==> src/rtl/everloop_scheduler.sv <==
// -----------------------------------------------------------------------------
// everloop_scheduler
//
// Sole master of the everloop frame RAM write port (port A). Shares that port
// between a host byte-write requester and an internal spinner animation engine
// that rewrites the whole LED frame once per frame period with one lit LED.
// Each LED takes four bytes. The lit LED moves one step around the ring after
// every completed frame.
//
// Ports:
//   clk, rst     system clock, asynchronous active-low reset
//   anim_en      level; enables the animation engine (low aborts a frame)
//   anim_dir     0: head increments, 1: head decrements (sampled in DONE)
//   anim_color   lit LED color; [31:24] goes to byte offset 0 ... [7:0] to 3
//   host_req     host write request, held until host_ack
//   host_adr     host byte address
//   host_dat     host write data
//   host_ack     one-cycle pulse; the host write is on the RAM port this cycle
//   ram_en       port A enable      (registered)
//   ram_we       port A write enable (registered, equal to ram_en)
//   ram_adr      port A address     (holds its value when idle)
//   ram_dat      port A write data  (holds its value when idle)
//   frame_done   one-cycle pulse after the last byte of a frame
//   overrun      sticky; a frame tick arrived while one was pending
//   head         index of the currently lit LED
// -----------------------------------------------------------------------------
module everloop_scheduler #(
    parameter int          NUM_LEDS  = 35,
    parameter logic [23:0] FRAME_DIV = 24'd1_000_000,
    parameter int          ADR_WIDTH = 11
) (
    input  logic                 clk,
    input  logic                 rst,
    input  logic                 anim_en,
    input  logic                 anim_dir,
    input  logic [31:0]          anim_color,
    input  logic                 host_req,
    input  logic [ADR_WIDTH-1:0] host_adr,
    input  logic [7:0]           host_dat,
    output logic                 host_ack,
    output logic                 ram_en,
    output logic                 ram_we,
    output logic [ADR_WIDTH-1:0] ram_adr,
    output logic [7:0]           ram_dat,
    output logic                 frame_done,
    output logic                 overrun,
    output logic [5:0]           head
);

    localparam int NUM_BYTES = NUM_LEDS * 4;
    localparam int BC_W      = $clog2(NUM_BYTES);

    typedef enum logic [1:0] {S_IDLE, S_FILL, S_DONE} state_t;
    typedef enum logic       {GNT_ENGINE, GNT_HOST}   grant_t;

    state_t                 state_q,      state_d;
    grant_t                 last_q,       last_d;
    logic [23:0]            timer_q,      timer_d;
    logic                   pending_q,    pending_d;
    logic                   overrun_q,    overrun_d;
    logic [BC_W-1:0]        bc_q,         bc_d;
    logic [31:0]            col_q,        col_d;
    logic [5:0]             head_q,       head_d;
    logic                   host_ack_q,   host_ack_d;
    logic                   ram_en_q,     ram_en_d;
    logic [ADR_WIDTH-1:0]   ram_adr_q,    ram_adr_d;
    logic [7:0]             ram_dat_q,    ram_dat_d;
    logic                   frame_done_q, frame_done_d;

    logic       tick;
    logic       eng_req;
    logic       host_gnt;
    logic       eng_gnt;
    logic       eng_on_head;
    logic [7:0] eng_dat;

    assign tick        = anim_en && (timer_q == FRAME_DIV - 24'd1);
    // The engine stops requesting the moment anim_en falls, so an abort never
    // produces one more engine write.
    assign eng_req     = (state_q == S_FILL) && anim_en;
    // Round-robin: on a conflict the host wins only if the engine went last.
    assign host_gnt    = host_req && (!eng_req || (last_q == GNT_ENGINE));
    assign eng_gnt     = eng_req && !host_gnt;
    assign eng_on_head = ((32'(bc_q)) >> 2) == 32'(head_q);

    always_comb begin
        // NOTE: every variable gets a default before any branch, so no path
        // through this block can leave one unassigned and infer a latch.
        eng_dat = 8'h00;
        if (eng_on_head) begin
            case (bc_q[1:0])
                2'd0:    eng_dat = col_q[31:24];
                2'd1:    eng_dat = col_q[23:16];
                2'd2:    eng_dat = col_q[15:8];
                default: eng_dat = col_q[7:0];
            endcase
        end
    end

    always_comb begin
        state_d      = state_q;
        last_d       = last_q;
        timer_d      = timer_q;
        pending_d    = pending_q;
        overrun_d    = overrun_q;
        bc_d         = bc_q;
        col_d        = col_q;
        head_d       = head_q;
        host_ack_d   = 1'b0;
        ram_en_d     = 1'b0;
        ram_adr_d    = ram_adr_q;
        ram_dat_d    = ram_dat_q;
        frame_done_d = 1'b0;

        // Frame timer and tick bookkeeping; disabling clears all of it.
        if (!anim_en) begin
            timer_d   = 24'd0;
            pending_d = 1'b0;
            overrun_d = 1'b0;
        end else if (tick) begin
            timer_d = 24'd0;
            if (pending_q) overrun_d = 1'b1;
            else           pending_d = 1'b1;
        end else begin
            timer_d = timer_q + 24'd1;
        end

        case (state_q)
            S_IDLE: begin
                if (anim_en && pending_q) begin
                    state_d   = S_FILL;
                    pending_d = 1'b0;
                    col_d     = anim_color;
                    bc_d      = '0;
                end
            end
            S_FILL: begin
                if (!anim_en) begin
                    state_d = S_IDLE;
                end else if (eng_gnt) begin
                    if (bc_q == BC_W'(NUM_BYTES - 1)) state_d = S_DONE;
                    else                               bc_d    = bc_q + BC_W'(1);
                end
            end
            S_DONE: begin
                frame_done_d = 1'b1;
                state_d      = S_IDLE;
                if (!anim_dir) head_d = (head_q == 6'(NUM_LEDS - 1)) ? 6'd0 : head_q + 6'd1;
                else           head_d = (head_q == 6'd0) ? 6'(NUM_LEDS - 1) : head_q - 6'd1;
            end
            default: state_d = S_IDLE;
        endcase

        if (host_gnt) begin
            host_ack_d = 1'b1;
            ram_en_d   = 1'b1;
            ram_adr_d  = host_adr;
            ram_dat_d  = host_dat;
            last_d     = GNT_HOST;
        end else if (eng_gnt) begin
            ram_en_d   = 1'b1;
            ram_adr_d  = ADR_WIDTH'(bc_q);
            ram_dat_d  = eng_dat;
            last_d     = GNT_ENGINE;
        end
    end

    // NOTE: state registers use non-blocking assignments so every flop samples
    // the pre-edge value of every other flop, independent of statement order.
    always_ff @(posedge clk or negedge rst) begin
        if (!rst) begin
            state_q      <= S_IDLE;
            last_q       <= GNT_ENGINE;
            timer_q      <= 24'd0;
            pending_q    <= 1'b0;
            overrun_q    <= 1'b0;
            bc_q         <= '0;
            col_q        <= 32'd0;
            head_q       <= 6'd0;
            host_ack_q   <= 1'b0;
            ram_en_q     <= 1'b0;
            ram_adr_q    <= '0;
            ram_dat_q    <= 8'd0;
            frame_done_q <= 1'b0;
        end else begin
            state_q      <= state_d;
            last_q       <= last_d;
            timer_q      <= timer_d;
            pending_q    <= pending_d;
            overrun_q    <= overrun_d;
            bc_q         <= bc_d;
            col_q        <= col_d;
            head_q       <= head_d;
            host_ack_q   <= host_ack_d;
            ram_en_q     <= ram_en_d;
            ram_adr_q    <= ram_adr_d;
            ram_dat_q    <= ram_dat_d;
            frame_done_q <= frame_done_d;
        end
    end

    assign host_ack   = host_ack_q;
    assign ram_en     = ram_en_q;
    assign ram_we     = ram_en_q;
    assign ram_adr    = ram_adr_q;
    assign ram_dat    = ram_dat_q;
    assign frame_done = frame_done_q;
    assign overrun    = overrun_q;
    assign head       = head_q;

endmodule
==> config.mk <==
export PLATFORM = sky130hd
export DESIGN_NAME = everloop_scheduler
export DESIGN_NICKNAME = d
export VERILOG_FILES = /design/src/rtl/everloop_scheduler.sv
export SDC_FILE = /design/constraint.sdc
export NUM_CORES = 1
export LEC_CHECK = 0
export CAP_MARGIN = 20
export CORE_ASPECT_RATIO = 1.25
export CORE_MARGIN = 2
export CORE_UTILIZATION = 54
export CTS_BUF_LIST = sky130_fd_sc_hd__clkbuf_4
export DETAILED_ROUTE_END_ITERATION = 16
export DONT_BUFFER_PORTS = 1
export GPL_ROUTABILITY_DRIVEN = 0
export PLACE_DENSITY_LB_ADDON = 0.15
export SLEW_MARGIN = 20
export SYNTH_ARGS = -nofsm -noshare
export SYNTH_HDL_FRONTEND = slang
export SYNTH_SLANG_ARGS = --single-unit
==> constraint.sdc <==
create_clock -name clk -period 4.3 [get_ports clk]
set_input_delay 0.43 -clock clk [delete_from_list [all_inputs] [get_ports clk]]
set_output_delay 0.43 -clock clk [all_outputs]
set_load 0.02 [all_outputs]
==> results of run 1 <==
-- cells in the mapped netlist, types with 2 or more instances --
| master | n |
|---|---|
| nand4_1 | 9 |
| nand2b_1 | 3 |
| nor4b_1 | 3 |
| and4_2 | 3 |
| nand4b_1 | 2 |
| buf_1 | 2 |
| buf_4 | 2 |
| nand3b_1 | 2 |
| a21oi_1 | 8 |
| a221oi_1 | 2 |
| dfrtp_1 | 97 |
| nand2_1 | 121 |
| ha_1 | 9 |
| clkbuf_1 | 17 |
| o21bai_1 | 2 |
| nor3_1 | 11 |
| a22oi_1 | 2 |
| buf_6 | 2 |
| nand3_1 | 13 |
| buf_2 | 6 |
| o21ai_0 | 22 |
| xnor2_1 | 11 |
| a222oi_1 | 16 |
| o31ai_1 | 2 |
| buf_12 | 2 |
| nor2b_1 | 3 |
| mux2i_1 | 2 |
| xor2_1 | 18 |
| a31oi_1 | 3 |
| a211oi_1 | 6 |
| a22o_1 | 5 |
| inv_1 | 20 |
| nor3b_1 | 2 |
| nor2_1 | 46 |
| and3_1 | 8 |
| nor4_1 | 2 |
-- worst paths after layout --
path	start	endpoint	slack, ns	depth (start not counted)
min reg2reg	col_q[3]	col_q[3]	0.50	2
min	host_req	ram_adr[3]	0.04	1
max	timer_q[10]	timer_q[6]	1.90	5
min in group asynchronous	rst	timer_q[16]	0.53	2
max in group asynchronous	rst	col_q[0]	3.38	2
max reg2reg	timer_q[10]	timer_q[6]	1.90	5
-- per-stage QoR --
step	cells	hold WS (ns)	utilization
final	616	0.0387	0.575
after global routing	616	0.0137	0.575
after CTS	616	0.0210	0.575
after detailed placement	598	0.138	0.552
after global placement	598	0.138	0.552
after floorplan	508	0.134	-
-- cells by family (layout without fill, tap and decap cells) --
logic type | count (synthesis) | in the layout | share of synthesized area
buf+inv | 52 | 40 | 0.0541
compound gates | 77 | 77 | 0.118
xor+xnor | 29 | 29 | 0.0531
mux | 2 | 2 | 0.00419
flops | 97 | 97 | 0.507
simple gates | 242 | 242 | 0.239
fa+ha+maj | 9 | 9 | 0.0235
-- power breakdown --
part | total, W | switching (W) | internal, W | leakage, nW
logic | 0.0000608 | 0.0000386 | 0.0000222 | 1.00
clock network | 0.000550 | 0.000302 | 0.000248 | 0.0831
registers | 0.000971 | 0.0000391 | 0.000931 | 1.29
total | 0.00158 | 0.000380 | 0.00120 | 2.37
-- flip-flops by register name, indices dropped and copies added (netlist names), 2 cells and up --
name     cells
ram_adr     11
ram_dat      8
state_q      2
col_q       32
timer_q     24
head         6
bc_q         8
-- final cells by class --
class / count / area share
clock inverters: 5 / 0.0161
repair buffers: 4 / 0.0106
flip-flops and latches: 97 / 0.487
well taps: 120 / 0.0302
clock buffers: 11 / 0.0166
multi-input cells: 359 / 0.424
inverters: 20 / 0.0151
-- per-layer routing --
layer	global-route usage	part of all wire	vias to the layer above
met4	0.102	0.021	0
met2	0.349	0.47	101
li1	-	-	1721
met5	0	0	-
met1	0.309	0.45	1718
met3	0.0439	0.058	14
-- timing repair --
action	CTS	global route
setup endpoints to repair	0	0
hold buffers	2	0
endpoints found under the hold margin	97	0
==> results_dict.tcl, run 1 <==
set metrics [dict create \
    max_stage_delay_ns 0.76 \
    port-buffer-count 0 \
    cp.required_ns 4.61 \
    post-route-period-util 0.558 \
    die_y_um 109 \
    wl_per_cell_um 16.5 \
    setup_viol 0 \
    drt_iter0_markers 216 \
    remaining_drc_errors 0 \
    via_per_inst 5.77 \
    clk_path_buf_depth 2 \
    skew_ns 0.0107 \
    start_util 0.553 \
    dieWidth_um 88.2 \
    numCtsBuffers 9 \
    ys_types 60 \
    multi_input_area_sq_mm 0.00211 \
    diodes 0 \
    layout_common_cells "nand2_1, dfrtp_1, nor2_1, o21ai_0, inv_1" \
    dpl-instance-area_sq_mm 0.00478 \
    rsz0062_at_grt "false" \
    status "finished, final reports clean" \
    fin_crit_ns 2.40 \
    drv_cap 0 \
    drive_gt1_frac 0.0625 \
    cp_num_buf_inv 0 \
    cts_resized 0 \
    start_kind "flop" \
    arrival_ns 2.71 \
    ys_warn_count 0 \
    end_kind "flop" \
    dieArea_sq_mm 0.00963 \
    dr.pass1.iters 5 \
    total_power_w 0.00158 \
    drtAntennaViolNets 0 \
    syn_inst 508 \
    synth_fp_nets 573 \
    antenna_found_initial 0 \
    vdd_ir_drop_max_mv 0.180 \
    cts.sinks 97 \
    grt_pass1_vias 3459 \
    dp_hpwl_mm 6.92 \
    syn2layout_area_growth_pct 4.11 \
    cp_max_fo 24 \
    async_reset_ff_frac 1.00 \
    fin_ws_ns 1.90 \
    grt_max_degree 98 \
    post_cts_buffers 0 \
    synth-edff-count 0 \
    place_ws_ns 1.92 \
    synth_area_leader_cell "dfrtp_1" \
    seqCellArea_sq_mm 0.00243 \
    synth.avg_cell_area_sq_um 9.42 \
    p_leak_nw 2.37 \
    io_pins 86 \
    finalSetupTns_ns 0 \
    core-area_sq_mm 0.00865 \
    worst_pin_slew_ns 1.04 \
    htreeDepth 3 \
    relSlewSlack 0.305 \
    final_common_cell "nand2_1" \
    cts_tree "yes" \
    grt_usage 0.226 \
    synth.top_cell.area_share 0.507 \
    crit_path_cell_trace "nor4b_1 -> nand4_1 -> nor4_2 -> nand2b_1 -> nor2_1" \
    synthTopCellsByArea "dfrtp_1, nand2_1, nor2_1, a222oi_1, xor2_1" \
    max_freq_ghz 0.416 \
    rows 38 \
    synth-seq-area-share 0.507 \
    hold_class "primary input to flop" \
    gr-total-overflow 0 \
    cts_root_buf "clkbuf_4" \
    power_density_mw_per_mm2 318 \
    path_clk_slew_ns 0.14 \
    drv_slew 0 \
    clock_latency_ns 0.46 \
    final_net_count 556 \
    synth_ff_type "dfrtp_1" \
    path_class "flop to flop" \
    grt_pass1_wl_mm 16.8 \
    vias 3554 \
    stdcell_area_sq_mm 0.00498 \
    synth_seq_cells 97 \
    routed_wl_mm 10.1 \
    crit_slowest_cell "nand2b_1" \
    nFillCells 795 \
    hold_violations 0 \
    netlist_area_sq_mm 0.00478 \
    cpLargestDelayFamily "simple AND/OR/NAND/NOR gates" \
]
(Power assumes the default switching activity.)
==> run 2: changes to the inputs <==
==> constraint.sdc (replaced) <==
create_clock -name clk -period 2.4 [get_ports clk]
set_input_delay 0.24 -clock clk [delete_from_list [all_inputs] [get_ports clk]]
set_output_delay 0.24 -clock clk [all_outputs]
set_load 0.02 [all_outputs]
==> run 2 against run 1 <==
Against the previous run:
- sequential power increased by 79%
- clock skew is 0.0019 ns higher
- first-iteration DRC count rose by 25%
- cell count rose by 10%
- hold slack lost 0.010 ns
- setup slack got worse by 1.5 ns
- sequential cell count stayed put
- power is 70% higher
- non-clock buffer count is 62 higher
- combinational power grew to 3.1 times the previous value
- final area rose by 11%
- register-to-register slack worse by 1.5 ns
- largest cell class unchanged
- highest routed layer unchanged
==> results_dict.tcl, run 2 (synthesized netlist as in run 1, its figures left out) <==
set metrics [dict create \
    status "finished, final reports clean" \
    htreeDepth 3 \
    path_clk_slew_ns 0.14 \
    grt_pass1_wl_mm 18.4 \
    fin_ws_ns 0.421 \
    wl_per_cell_um 16.2 \
    numCtsBuffers 9 \
    crit_end "ram_dat[6]" \
    worst_pin_slew_ns 0.681 \
    syn2layout_area_growth_pct 15.5 \
    cp-startpoint "bc_q[0]" \
    rows 38 \
    drt_iter0_markers 271 \
    grt_usage 0.247 \
    arrival_ns 2.32 \
    grt_max_degree 98 \
    finalSetupTns_ns 0 \
    start_kind "flop" \
    diodes 0 \
    rr_worst_depth 6 \
    dr.pass1.iters 5 \
    clock_latency_ns 0.45 \
    vdd_ir_drop_max_mv 0.353 \
    end_kind "flop" \
    cp_max_fo 8 \
    drv_cap 0 \
    post_cts_buffers 0 \
    p_leak_nw 2.62 \
    drive_gt1_frac 0.0699 \
    wl_met1_mm 4.62 \
    place_ws_ns 0.292 \
    via_per_inst 5.68 \
    clk_path_buf_depth 2 \
    die_y_um 109 \
    layout_common_cells "nand2_1, dfrtp_1, dlygate4sd3_1, nor2_1, o21ai_0" \
    worstReg2RegStart "bc_q[0]" \
    vias 3854 \
    wl_met3_um 589 \
    start_util 0.553 \
    max_freq_ghz 0.505 \
    largest_register "col_q" \
    wl_met2_mm 5.60 \
    hold_violations 0 \
    remaining_drc_errors 0 \
    routed_wl_mm 11.0 \
    rr_endpoint "ram_dat[6]" \
    rsz0062_at_grt "false" \
    core-area_sq_mm 0.00865 \
    dp_hpwl_mm 6.98 \
    power_density_mw_per_mm2 487 \
    post-route-period-util 0.824 \
    dieArea_sq_mm 0.00963 \
    path_class "flop to flop" \
    largest_register_ffs 32 \
    cts_root_buf "clkbuf_4" \
    cp.required_ns 2.74 \
    port-buffer-count 0 \
    final_net_count 618 \
    drv_slew 0 \
    fin_crit_ns 1.98 \
    antenna_found_initial 0 \
    cts.sinks 97 \
    io_pins 86 \
    dieWidth_um 88.2 \
    drtAntennaViolNets 0 \
    gr-total-overflow 0 \
    final_common_cell "nand2_1" \
    hold_class "primary input to flop" \
    cts_tree "yes" \
    setup_viol 0 \
    top_layer "met4" \
    relSlewSlack 0.542 \
    grt_pass1_vias 3851 \
    reg2reg_slack_ns 0.42 \
    skew_ns 0.0126 \
    hold_path.startpoint "anim_dir" \
]
-- run 2: cell types whose count changed in the layout (fill, tap and decap cells not counted), sizes merged --
| cell | before | now |
|---|---|---|
| bufinv | 2 | 0 |
| clkinv | 1 | 5 |
| clkinvlp | 2 | 1 |
| dlygate4sd3 | 1 | 54 |
| buf | 3 | 12 |
| clkbuf | 11 | 10 |
-- run 2: worst min-delay path by stage --
stage / cells past startpoint / endpoint / slack [ns]
final: 2 / head[4] / 0.03
after floorplan: 0 / bc_q[0] / -0.06
after global placement: 0 / timer_q[14] / -0.05
after CTS: 2 / head[4] / 0.002
after detailed placement: 0 / timer_q[8] / -0.05
after global routing: 2 / head[4] / 0.005
-- run 2: metal layers --
metal	vias to the layer above	global-route usage
met5	-	0
met4	0	0.0931
met3	15	0.0545
met2	111	0.398
met1	1896	0.327
li1	1832	-
-- run 2: per-stage QoR --
| stage | instances | power, W | area (sq um) | hold WS (ns) | util |
|---|---|---|---|---|---|
| floorplan | 508 | 0.00184 | 4780 | -0.0556 | - |
| global placement | 606 | 0.00184 | 4840 | -0.0520 | 0.559 |
| detailed placement | 606 | 0.00185 | 4840 | -0.0523 | 0.559 |
| CTS | 677 | 0.00271 | 5520 | 0.00180 | 0.638 |
| global route | 678 | 0.00281 | 5530 | 0.00526 | 0.639 |
| finish | 678 | 0.00269 | 5530 | 0.0284 | 0.639 |
-- run 2: report_power, final --
group	internal [W]	switching (W)	total, W
logic	0.000100	0.0000878	0.000188
registers	0.00167	0.0000716	0.00174
clock network	0.000218	0.000543	0.000762
-- run 2: worst max-delay path, stage by stage (launching register included) --
cell and delay (ns):
dfrtp_1 0.48, inv_1 0.09, ha_1 0.33, a222oi_1 0.42, o21ai_0 0.15, a222oi_1 0.31, inv_1 0.07
-- run 2: repair_timing --
item	4_1_cts	5_1_grt
hold endpoints to repair	154	0
resized for setup	0	0
hold buffers	55	0
-- run 2: cell type report --
| class | count | area [sq um] |
|---|---|---|
| fillers | 730 | 3130 |
| flip-flops and latches | 97 | 2430 |
| multi-input cells | 359 | 2110 |
| repair buffers | 66 | 651 |
| well taps | 120 | 150 |
| clock buffers | 10 | 75.1 |
| inverters | 20 | 75.1 |
| clock inverters | 6 | 35.0 |
==> run 3: changes to the inputs <==
==> constraint.sdc (replaced) <==
create_clock -name clk -period 1.7 [get_ports clk]
set_input_delay 0.17 -clock clk [delete_from_list [all_inputs] [get_ports clk]]
set_output_delay 0.17 -clock clk [all_outputs]
set_load 0.02 [all_outputs]
==> run 3 against run 2 <==
Against the previous run:
- the run now ends with negative hold slack, negative setup slack left
- die area did not move
- combinational power increased by 44%
- global-route usage is 0.96 points higher
- clock skew rose by 0.013 ns
- critical endpoint is now bc_q[6]
- clock power is 43% higher
- critical path depth rose by 2
- sequential share of layout area shrank 5.5 points
- first-iteration DRC count rose by 16%
- setup slack got worse by 0.62 ns
- largest power group unchanged
- wire length rose by 15%
- count of clock-buffer cells in the layout is the same
==> results_dict.tcl, run 3 (synthesized netlist as in run 1, its figures left out) <==
set metrics [dict create \
    dieArea_sq_mm 0.00963 \
    p_leak_nw 2.96 \
    vias 4086 \
    cp_max_fo 6 \
    drt_iter0_markers 314 \
    fin_cells 735 \
    cpLargestDelayFamily "simple AND/OR/NAND/NOR gates" \
    die_y_um 109 \
    rsz0062_at_grt "true" \
    fin_ws_ns -0.202 \
    path_class "flop to flop" \
    crit_path_cell_trace "ha_4 -> nand4b_1 -> or4_4 -> a21oi_4 -> buf_4 -> buf_6 -> o21ai_1 -> o21ai_1" \
    cp_num_buf_inv 2 \
    arrival_ns 2.30 \
    port-buffer-count 0 \
    drive_gt1_frac 0.235 \
    fin_crit_ns 1.90 \
    grt_pass1_vias 4020 \
    vdd_ir_drop_max_mv 0.570 \
    crit_slowest_cell "or4_4" \
    clk_path_buf_depth 2 \
    finish.utilization 0.731 \
    remaining_drc_errors 0 \
    cts_tree "yes" \
    largest_register_ffs 32 \
    grt_pass1_wl_mm 18.9 \
    setup_viol 15 \
    crit_path_frequent_cell "o21ai_1" \
    dp_hpwl_mm 7.64 \
    numCtsBuffers 9 \
    max_freq_ghz 0.526 \
    grt_usage 0.257 \
    drtAntennaViolNets 0 \
    core-area_sq_mm 0.00865 \
    post-route-period-util 1.12 \
    violations "negative hold slack, negative setup slack" \
    drv_slew 0 \
    layout_common_cells "nand2_1, dfrtp_1, buf_4, dlygate4sd3_1, nor2_1" \
    end_kind "flop" \
    rows 38 \
    largest_register "col_q" \
    drv_cap 0 \
    gr-total-overflow 0 \
    skew_ns 0.0256 \
    worst_hold_slack_ns -0.629 \
    hold_class "primary input to async pin" \
    dp.cells 651 \
    cts_root_buf "clkbuf_4" \
    hold_violations 97 \
    final_common_cell "nand2_1" \
    wl_per_cell_um 17.2 \
    start_util 0.553 \
    cts.sinks 97 \
    max_stage_delay_ns 0.49 \
    relSlewSlack 0.641 \
    final_net_count 675 \
    antenna_found_initial 1 \
    start_kind "flop" \
    grt_max_degree 98 \
    via_per_inst 5.56 \
    routed_wl_mm 12.6 \
    status "finished, violations left" \
    worst_pin_slew_ns 0.539 \
    holdBufCountCts 54 \
    syn2layout_area_growth_pct 32.2 \
    path_clk_slew_ns 0.16 \
    clock_latency_ns 0.46 \
    htreeDepth 3 \
    io_pins 86 \
    dieWidth_um 88.2 \
    total_power_w 0.00382 \
    cp.required_ns 2.10 \
    nFillCells 634 \
    power_density_mw_per_mm2 603 \
    dr.pass1.iters 7 \
]
==> run 3: cell types whose count changed in the layout (fill, tap and decap cells not counted), sizes merged <==
cell	delta
clkinv	-1
dlygate4sd3	-1
diode	+1
dlymetal6s4s	+1
buf	+54
clkbuf	+3
==> run 3: area by class of cell <==
cell class / count / area, sq um / share of cell area
Timing Repair Buffer: 123 / 1180 / 0.186
Antenna cell: 1 / 2.50 / 0.000396
Multi-Input combinational cell: 359 / 2380 / 0.376
Clock buffer: 10 / 75.1 / 0.0119
Tap cell: 120 / 150 / 0.0237
Sequential cell: 97 / 2430 / 0.385
Clock inverter: 5 / 33.8 / 0.00534
Inverter: 20 / 75.1 / 0.0119
==> run 3: report_power, final <==
group / leakage [nW] / internal, W / switching [W]
combinational: 1.62 / 0.000162 / 0.000109
sequential: 1.28 / 0.00236 / 0.0000978
clock: 0.0599 / 0.000308 / 0.000782
total: 2.96 / 0.00283 / 0.000989
==> run 3: metrics by stage <==
| step | area (sq um) | worst slack (ns) | hold slack [ns] | setup TNS, ns |
|---|---|---|---|---|
| 2_1_floorplan | 4790 | -0.127 | -0.126 | -0.179 |
| 3_3_place_gp | 5210 | -0.194 | -0.123 | -2.58 |
| 3_5_place_dp | 5210 | -0.240 | -0.123 | -4.62 |
| 4_1_cts | 5980 | -0.161 | -0.642 | -1.18 |
| 5_1_grt | 6320 | -0.256 | -0.653 | -4.31 |
| 6_report | 6320 | -0.202 | -0.629 | -1.81 |
==> run 3: worst paths after layout <==
path                       startpoint     endpoint  slack, ns  depth (start not counted)
max                           bc_q[1]      bc_q[6]      -0.20                          8
min                               rst  timer_q[23]      -0.63                          0
max reg2reg                   bc_q[1]      bc_q[6]      -0.20                          8
min reg2reg                  col_q[5]     col_q[5]       0.49                          2
max in group asynchronous         rst      bc_q[5]       2.16                          0
min in group clk             anim_dir      head[4]       0.01                          3
==> run 3: timing repair <==
action                                  in CTS  in global routing
endpoints found under the setup margin      43                 44
buffers inserted                             4                  7
resized for setup                           17                 72
pin swaps                                    8                 34
cloned                                       0                  4
hold endpoints to repair                   180                 97
==> run 3: layer usage <==
| layer | vias up | wire length (um) | GRT usage |
|---|---|---|---|
| met5 | - | 0 | 0 |
| met4 | 0 | 257 | 0.109 |
| met3 | 20 | 650 | 0.0477 |
| met2 | 129 | 6550 | 0.439 |
| met1 | 1982 | 5170 | 0.317 |
| li1 | 1955 | - | - |
